### src/rtl/puf_resp_serializer_if.sv
// Bit-stream bundle: PUF completion/response on one side, valid/ready bit
// handshake toward the NIST test input on the other.
interface puf_resp_serializer_if #(
  parameter int RESPONSE_WIDTH = 6
);
  logic                      done;
  logic [RESPONSE_WIDTH-1:0] raw_response;
  logic                      xor_response;
  logic                      bit_out;
  logic                      bit_valid;
  logic                      bit_ready;

  modport master (
    output done, raw_response, xor_response, bit_ready,
    input  bit_out, bit_valid
  );

  modport slave (
    input  done, raw_response, xor_response, bit_ready,
    output bit_out, bit_valid
  );
endinterface

### src/rtl/puf_resp_serializer.sv
// Captures one PUF response bit per done rising edge into a bit FIFO and streams it out.
// Optional von Neumann debiaser ahead of the FIFO when VON_NEUMANN_EN is defined.
module puf_resp_serializer #(
  parameter int RESPONSE_WIDTH = 6,
  parameter int DEPTH          = 16,
  parameter int CNT_W          = $clog2(DEPTH) + 1
) (
  input  logic                clk,
  input  logic                rst,
  input  logic                enable,
  input  logic                use_xor,
  input  logic [2:0]          bit_sel,
  puf_resp_serializer_if.slave bus,
  output logic [CNT_W-1:0]    fifo_count,
  output logic                overflow,
  output logic [7:0]          drop_count
);

  localparam int AW = $clog2(DEPTH);

  logic             done_q;
  logic             cap_evt;
  logic             cap_vld;
  logic             cap_bit;
  logic             raw_sel;
  logic             sel_bit;
  logic             push_req;
  logic             push_bit;

  logic [DEPTH-1:0] mem;
  logic [AW-1:0]    wr_ptr;
  logic [AW-1:0]    rd_ptr;
  logic [AW-1:0]    rd_nxt;
  logic [CNT_W-1:0] count;
  logic [CNT_W-1:0] count_nxt;
  logic [CNT_W-1:0] cnt_after_pop;
  logic             full;
  logic             pop;
  logic             push;
  logic             drop;
  logic             head_vld;

  // Out-of-range indices fall back to bit 0.
  always_comb begin
    raw_sel = bus.raw_response[0];
    for (int i = 1; i < RESPONSE_WIDTH; i++) begin
      if (int'(bit_sel) == i) raw_sel = bus.raw_response[i];
    end
  end

  assign sel_bit = use_xor ? bus.xor_response : raw_sel;
  assign cap_evt = bus.done && !done_q && enable;

  always_ff @(posedge clk) begin
    if (rst) begin
      done_q  <= 1'b0;
      cap_vld <= 1'b0;
      cap_bit <= 1'b0;
    end else begin
      done_q  <= bus.done;
      cap_vld <= cap_evt;
      if (cap_evt) cap_bit <= sel_bit;
    end
  end

`ifdef VON_NEUMANN_EN
  // state   | meaning
  // VN_EMPTY| no first bit held; next capture becomes vn_first
  // VN_HOLD | vn_first valid; next capture completes the pair
  typedef enum logic {VN_EMPTY, VN_HOLD} vn_state_t;

  vn_state_t vn_state;
  vn_state_t vn_state_nxt;
  logic      vn_first;

  always_ff @(posedge clk) begin
    if (rst) vn_state <= VN_EMPTY;
    else     vn_state <= vn_state_nxt;
  end

  always_ff @(posedge clk) begin
    if (rst)                                             vn_first <= 1'b0;
    else if (vn_state == VN_EMPTY && cap_vld && enable) vn_first <= cap_bit;
  end

  always_comb begin
    vn_state_nxt = vn_state;
    if (!enable)      vn_state_nxt = VN_EMPTY;
    else if (cap_vld) vn_state_nxt = (vn_state == VN_EMPTY) ? VN_HOLD : VN_EMPTY;
  end

  // Pair 01 emits 0, pair 10 emits 1: the emitted bit equals the first bit.
  always_comb begin
    push_req = 1'b0;
    push_bit = vn_first;
    if (vn_state == VN_HOLD && cap_vld && enable && (cap_bit != vn_first))
      push_req = 1'b1;
  end
`else
  assign push_req = cap_vld;
  assign push_bit = cap_bit;
`endif

  assign full = (count == CNT_W'(DEPTH));
  assign pop  = bus.bit_valid && bus.bit_ready;
  assign push = push_req && (!full || pop);
  assign drop = push_req && full && !pop;

  // Pointers wrap naturally because DEPTH is a power of two.
  assign rd_nxt        = pop ? rd_ptr + AW'(1) : rd_ptr;
  assign cnt_after_pop = count - CNT_W'(pop);
  assign head_vld      = (cnt_after_pop != '0);

  always_comb begin
    count_nxt = count;
    case ({push, pop})
      2'b10:   count_nxt = count + CNT_W'(1);
      2'b01:   count_nxt = count - CNT_W'(1);
      default: count_nxt = count;
    endcase
  end

  always_ff @(posedge clk) begin
    if (push) mem[wr_ptr] <= push_bit;
  end

  // The output register reads the pre-push array, so a fresh bit shows at
  // the head one cycle after it is written.
  always_ff @(posedge clk) begin
    if (rst) begin
      wr_ptr        <= '0;
      rd_ptr        <= '0;
      count         <= '0;
      bus.bit_valid <= 1'b0;
      bus.bit_out   <= 1'b0;
      overflow      <= 1'b0;
      drop_count    <= 8'd0;
    end else begin
      if (push) wr_ptr <= wr_ptr + AW'(1);
      rd_ptr        <= rd_nxt;
      count         <= count_nxt;
      bus.bit_valid <= head_vld;
      bus.bit_out   <= head_vld ? mem[rd_nxt] : 1'b0;
      if (drop) begin
        overflow <= 1'b1;
        if (drop_count != 8'hFF) drop_count <= drop_count + 8'd1;
      end
    end
  end

  assign fifo_count = count;

endmodule

### src/flat_wrapper.sv
// flat-port wrapper written by rule: the top's interface ports become plain ports
module puf_resp_serializer_flat 
#(
  parameter int RESPONSE_WIDTH = 6,
  parameter int DEPTH          = 16,
  parameter int CNT_W          = $clog2(DEPTH) + 1
)
  (clk, rst, enable, use_xor, bit_sel, fifo_count, overflow, drop_count, bus_done, bus_raw_response, bus_xor_response, bus_bit_ready, bus_bit_out, bus_bit_valid);
  puf_resp_serializer_if #(.RESPONSE_WIDTH(RESPONSE_WIDTH)) bus_i ();
  input  logic clk;
  input  logic rst;
  input  logic enable;
  input  logic use_xor;
  input  logic [2:0] bit_sel;
  output logic [CNT_W-1:0] fifo_count;
  output logic overflow;
  output logic [7:0] drop_count;
  input wire logic [$bits(bus_i.done)-1:0] bus_done;
  input wire logic [$bits(bus_i.raw_response)-1:0] bus_raw_response;
  input wire logic [$bits(bus_i.xor_response)-1:0] bus_xor_response;
  input wire logic [$bits(bus_i.bit_ready)-1:0] bus_bit_ready;
  output wire logic [$bits(bus_i.bit_out)-1:0] bus_bit_out;
  output wire logic [$bits(bus_i.bit_valid)-1:0] bus_bit_valid;
  assign bus_i.done = bus_done;
  assign bus_i.raw_response = bus_raw_response;
  assign bus_i.xor_response = bus_xor_response;
  assign bus_i.bit_ready = bus_bit_ready;
  assign bus_bit_out = bus_i.bit_out;
  assign bus_bit_valid = bus_i.bit_valid;
  puf_resp_serializer #(.RESPONSE_WIDTH(RESPONSE_WIDTH), .DEPTH(DEPTH), .CNT_W(CNT_W)) u_core (.clk(clk), .rst(rst), .enable(enable), .use_xor(use_xor), .bit_sel(bit_sel), .bus(bus_i), .fifo_count(fifo_count), .overflow(overflow), .drop_count(drop_count));
endmodule
### config.mk
export PLATFORM = sky130hd
export DESIGN_NAME = puf_resp_serializer_flat
export DESIGN_NICKNAME = d
export VERILOG_FILES = /design/src/rtl/puf_resp_serializer_if.sv /design/src/rtl/puf_resp_serializer.sv /design/src/flat_wrapper.sv
export SDC_FILE = /design/constraint.sdc
export NUM_CORES = 1
export LEC_CHECK = 0
export ABC_AREA = 1
export CORE_MARGIN = 5
export CORE_UTILIZATION = 35
export DETAILED_ROUTE_END_ITERATION = 8
export PLACE_DENSITY = 0.6
export SLEW_MARGIN = 20
export SYNTH_ARGS = -nofsm -noshare
export SYNTH_HDL_FRONTEND = slang
export SYNTH_SLANG_ARGS = --single-unit
### constraint.sdc
create_clock -name clk -period 2.3 [get_ports clk]
set_input_delay 0.46 -clock clk [delete_from_list [all_inputs] [get_ports clk]]
set_output_delay 0.46 -clock clk [all_outputs]
set_load 0.01 [all_outputs]
; After elaboration in Yosys (flattened, before gate mapping)
; Cells that the tools add are included.
[totals]
wordCells = 58
regBits = 43
[classes]
n_lt_le_gt_ge = 3
reduce_logical = 15
bitwise = 1
add_sub_neg = 6
eq_ne = 9
n_mux = 13
[ops]
columns = cell, count
row1 = $bwmux W16, 1
row2 = $eq A3 B3 Y1 const B, 4
row3 = $lt A4 B5 Y1 const B, 2
row4 = $pmux W5 S2, 1
row5 = $add A4 B1 Y4 const B, 2
row6 = $add A8 B1 Y8 const B, 1
row7 = $mux W1, 8
row8 = $ne A8 B8 Y1 const B, 1
row9 = $logic_and A1 B1 Y1, 7
row10 = $add A5 B1 Y5 const B, 1
row11 = $eq A5 B5 Y1 const B, 1
row12 = $reduce_bool A5 Y1, 1
row13 = $sub A5 B1 Y5, 1
row14 = $sub A5 B1 Y5 const B, 1
row15 = $bmux W1 S4, 1
row16 = $demux W1 S4, 1
row17 = $ge A4 B1 Y1 const B, 1
row18 = $mux W4, 1
row19 = $eq A3 B2 Y1 const B, 1
row20 = $logic_not A1 Y1, 3
row21 = $eq A2 B1 Y1 const B, 1
row22 = $eq A2 B2 Y1 const B, 1
row23 = $reduce_and A2 Y1, 1
row24 = $reduce_bool A2 Y1, 1
row25 = 3 further kinds, 3

; Longest topological paths before layout
[logic_depth]
ltp_word = 7
ltp_mapped = 11

; Least setup slack after synthesis
; No wires, ideal clock.
[synth_timing]
kind = input-to-reg
startpoint = in bus_bit_ready
endpoint = reg u_core.count[3] (netlist: u_core.fifo_count[3])
path_slack_ns = 0.578
n_path_buf = 0
path_stages = 11
arrival_time_ns = 1.594
cell_sequence = nand2_4 -> inv_6 -> nand2_4 -> inv_1 -> ha_1 -> a21oi_1 -> nand2_1 -> xnor2_1 -> nand2_1 -> o21ai_0 -> nor2_1
[synth_via]
elab_chain_cells = 5
word_cells_on_any_way = 7
cone_classes = eq/ne (2) / mux (1) / reduce/logical (4)
[synth_lines]
columns = element, line
row1 = from (decl), flat_wrapper.sv:21  ; input wire logic [$bits(bus_i.bit_ready)-1:0] bus_bit_ready;
row2 = $logic_and A1 B1 Y1 (*), puf_resp_serializer.sv:105  ; assign pop = bus.bit_valid && bus.bit_ready;
row3 = $logic_or A1 B1 Y1, puf_resp_serializer.sv:106  ; assign push = push_req && (!full || pop);
row4 = $logic_and A1 B1 Y1, puf_resp_serializer.sv:106
row5 = $eq A2 B1 Y1 or $eq A2 B2 Y1 (tied branches), puf_resp_serializer.sv:116  ; case ({push, pop})
row6 = $pmux W5 S2 or $reduce_bool A2 Y1 (tied branches), -
row7 = to (signal assigned), puf_resp_serializer.sv:141  ; count <= count_nxt;
row8 = to (decl), puf_resp_serializer.sv:34  ; logic [CNT_W-1:0] count;
; Every way passes the cells marked *; elsewhere a longest branch is shown, timed or not.
; A chain may end at the register's enable or synchronous reset.

; Worst setup path in the final report
; Ends and elaborated chain as after synthesis.

==> metrics.md <==
| Metric | Value |
|---|---|
| Status | completed |
| Clock Skews | ~1.7 ps |
| Reg2Reg Capture Point | u_core.fifo_count[3] |
| Final wirelength | approximately 4.4 mm |
| Share of layout cells above drive strength 1 | 0.09375 |
| Sequential area share after synthesis | 0.4366 |
| Syn Nets | 307 |
| CP max-delay cell | clkdlybuf4s50_1 |
| Async S/R FF share, synth | 0 |
| First drt pass iteration count | 4 |
| DRC | 0 |
| Syn_area_per_cell | 8.352 um^2 |
| Distinct cell type count after synthesis | 34 |
| Sink Count | 43 |
| Hold Crit Depth | 1 |
| Number of flops mapped to enable cells by yosys | 16 |
| Initial Util | 0.3641 |
| Setup violations, final | 0 |
| Number of vias per cell | approximately 4.6 |
| DR iter-0 viols | 91 |
| Fin. Hold Viols | 0 |
| PnR Total Power | about 0.0019 W |
| All-Layer GR Usage | 0.1145 |
| Area Growth Syn to Fin | 22.58% |
| CP peak stage delay | around 540 ps |
| Port-buffer cells | 31 |
| VDD IR max | 0.2360 mV |
| Die Width | roughly 90 um |
| Warnings, synthesis | 0 |
| Clock Tree Buf Depth | 2 |
| CP Class | in -> reg |
| Final slew viol count | 0 |
| Reg clk slew, reported paths | approximately 80 ps |
| Post-Syn Area | 0.002338 mm^2 |
| Die ar. | between 0.008 and 0.009 mm^2 |
| Post-synth top flop | dfxtp_1 |
| Unrepaired setup endpoints after global routing | false |
| Grt ovf | 0 |
| FILL cells | approximately 650 |
| # H-tree levels | 2 |
| Synth Instances | 280 |
| Actual slew at the worst max-slew pin | 475.7 ps |
| Top-count cell post-synth | nand2_1 |
| Root buf cell | clkbuf_8 |
| GP Congestion | between 0.7 and 0.8 |
| Vias in the first global route | 1760 |
| TritonCTS clock tree | yes |
| Largest net degree at the start of global routing | 18 |
| Area fraction of the dominant cell type after synthesis | 0.2311 |
| Avg WL per Cell | between 10 and 15 um |
| Critical path launch point type | input port |
| Slew margin rel. | 0.6824 |
| Setup TNS | 0 ps |
| Initial antenna violation count | 0 |
| Vias | around 1800 |
| Nets@finish | about 350 |
| Yosys reg bits | 43 |
| Maximum clock rate | just over 0.5 GHz |
| FP Rows | 29 |
| Total of max-cap violations | 0 |
| Leak Pwr | 1.161 nW |
| HP Class | reg -> reg |
| Multi-input gate area | approximately 0.0011 mm^2 |
| Synth top area cells | dfxtp_1 23%, edfxtp_1 21%, nand2_1 8.2%, inv_1 6.4%, ha_1 5.4% |
| Core area | 0.006422 mm^2 |
| Register Area | approximately 0.0010 mm^2 |
| Tcrit/Tclk final | 0.8600 |
| CTS resizes | 0 |
| Worst reg2reg path depth | 10 |
| CTS Buf Count | 5 |
| HPWL Detailed | between 3 and 4 mm |
| # hold bufs at CTS | 0 |
| Power Dens Cells | approximately 670 mW/mm^2 |
| Critical Path Sink | u_core.fifo_count[3] |
| Post-layout minimum cycle time | 1978 ps |
| Commonest cells in the netlist | 51 x nand2_1, 40 x inv_1, 33 x nor2_1 |
| Antenna cells | 0 |
| Critical Path RT | around 2500 ps |
| Worst Setup SP | bus_bit_ready |
| ANT nets after route | 0 |
| RR Startpoint | u_core.cap_vld |
| First-pass GRT wire length | roughly 8 mm |
| Yosys top cell by area | dfxtp_1 |
| Endpoint class of the critical path | flip-flop |
| Die height | 91.74 um |
| Crit path cell chain | clkdlybuf4s50_1 -> nand2_4 -> inv_6 -> nand2_4 -> inv_1 -> ha_1 -> a21oi_1 -> nand2_1 -> xnor2_1 -> nand2_1 -> o21ai_0 -> nor2_1 |
| Crit-path max FO | 5 |
| I/O pins | 32 |
| Worst Path Arrival | about 2200 ps |
| HP Start | u_core.done_q |
| Reg2reg setup slack | ~530 ps |
| Skew-Pair Late Insertion Delay | about 290 ps |
| Post-CTS setup buffers | 0 |
area by class of cell:
cell class	count	area share
clock buffer	5	0.02401
clock inverter	3	0.01353
inverter	43	0.05849
multi-input combinational	192	0.3981
sequential	43	0.3562
tap	77	0.03361
timing repair buffer	34	0.1161
routing by layer:
layer | up-vias | GRT usage | routed length (um)
met3 | 6 | 0.03028 | 197
met4 | 0 | 0.04455 | 79
met5 | - | 0 | 0
li1 | 983 | - | -
met2 | 32 | 0.1942 | 2068
met1 | 788 | 0.1385 | 2042
cell families after synthesis:
| family | Yosys count | synth area share |
|---|---|---|
| adders and majority gates | 11 | 0.06207 |
| and+or+nand+nor | 135 | 0.3023 |
| xor gates and xnor gates | 12 | 0.04494 |
| buffers and inverters | 45 | 0.07543 |
| AOI/OAI and AO/OA | 34 | 0.07865 |
| DFF | 43 | 0.4366 |
metrics by stage:
stage	hold WS, ps	worst slack [ps]	instances	instance area, um^2	utilization
floorplan	397.0	578.1	280	2338	-
global placement	417.7	77.44	389	2759	0.4296
detailed placement	416.8	20.31	389	2759	0.4296
CTS	428.2	332.1	397	2867	0.4463
global route	449.8	213.5	397	2867	0.4463
finish	426.2	322.0	397	2867	0.4463
state kept, by name (all words and copies together) (netlist names):
signal,cells
u_core.mem,16
u_core.cap_vld,1
u_core.done_q,1
u_core.fifo_count,5
u_core.overflow,1
u_core.drop_count,8
u_core.cap_bit,1
u_core.rd_ptr,4
u_core.bus.bit_valid,1
u_core.wr_ptr,4
u_core.bus.bit_out,1
placed cells by master, fill, tap and decap left out, types with 3 or more instances in the layout:
| cell type | n |
|---|---|
| a21oi_1 | 15 |
| buf_4 | 3 |
| clkbuf_8 | 5 |
| clkdlybuf4s50_1 | 31 |
| dfxtp_1 | 27 |
| edfxtp_1 | 16 |
| ha_1 | 10 |
| inv_1 | 40 |
| nand2_1 | 51 |
| nand2_2 | 3 |
| nand2_4 | 4 |
| nand3_1 | 24 |
| nand3b_1 | 7 |
| nor2_1 | 33 |
| nor3_1 | 3 |
| o21ai_0 | 11 |
| o21ai_1 | 3 |
| xnor2_1 | 6 |
| xor2_1 | 6 |
worst min-delay path by stage:
stage | end | slack (ps)
detailed placement | u_core.cap_vld | 420
global route | u_core.cap_vld | 450
global placement | u_core.cap_vld | 420
floorplan | u_core.cap_vld | 400
CTS | u_core.cap_vld | 430
finish | u_core.cap_vld | 430
report_power, final:
part / total (W) / internal [W] / switching (W)
logic: 0.000476 / 0.000212 / 0.000264
registers: 0.000876 / 0.000828 / 0.0000477
clock network: 0.000567 / 0.000318 / 0.000249
total: 0.00192 / 0.00136 / 0.000560
critical path: cells and delay by family:
| kind | cells | cell delay [ps] |
|---|---|---|
| buffers and inverters | 3 | 720 |
| AND/OR/NAND/NOR | 5 | 340 |
| adder cells (fa/ha/maj) | 1 | 290 |
| AO/OA/AOI/OAI | 2 | 240 |
| XOR/XNOR | 1 | 130 |
Power figures use the tool's default switching activity.
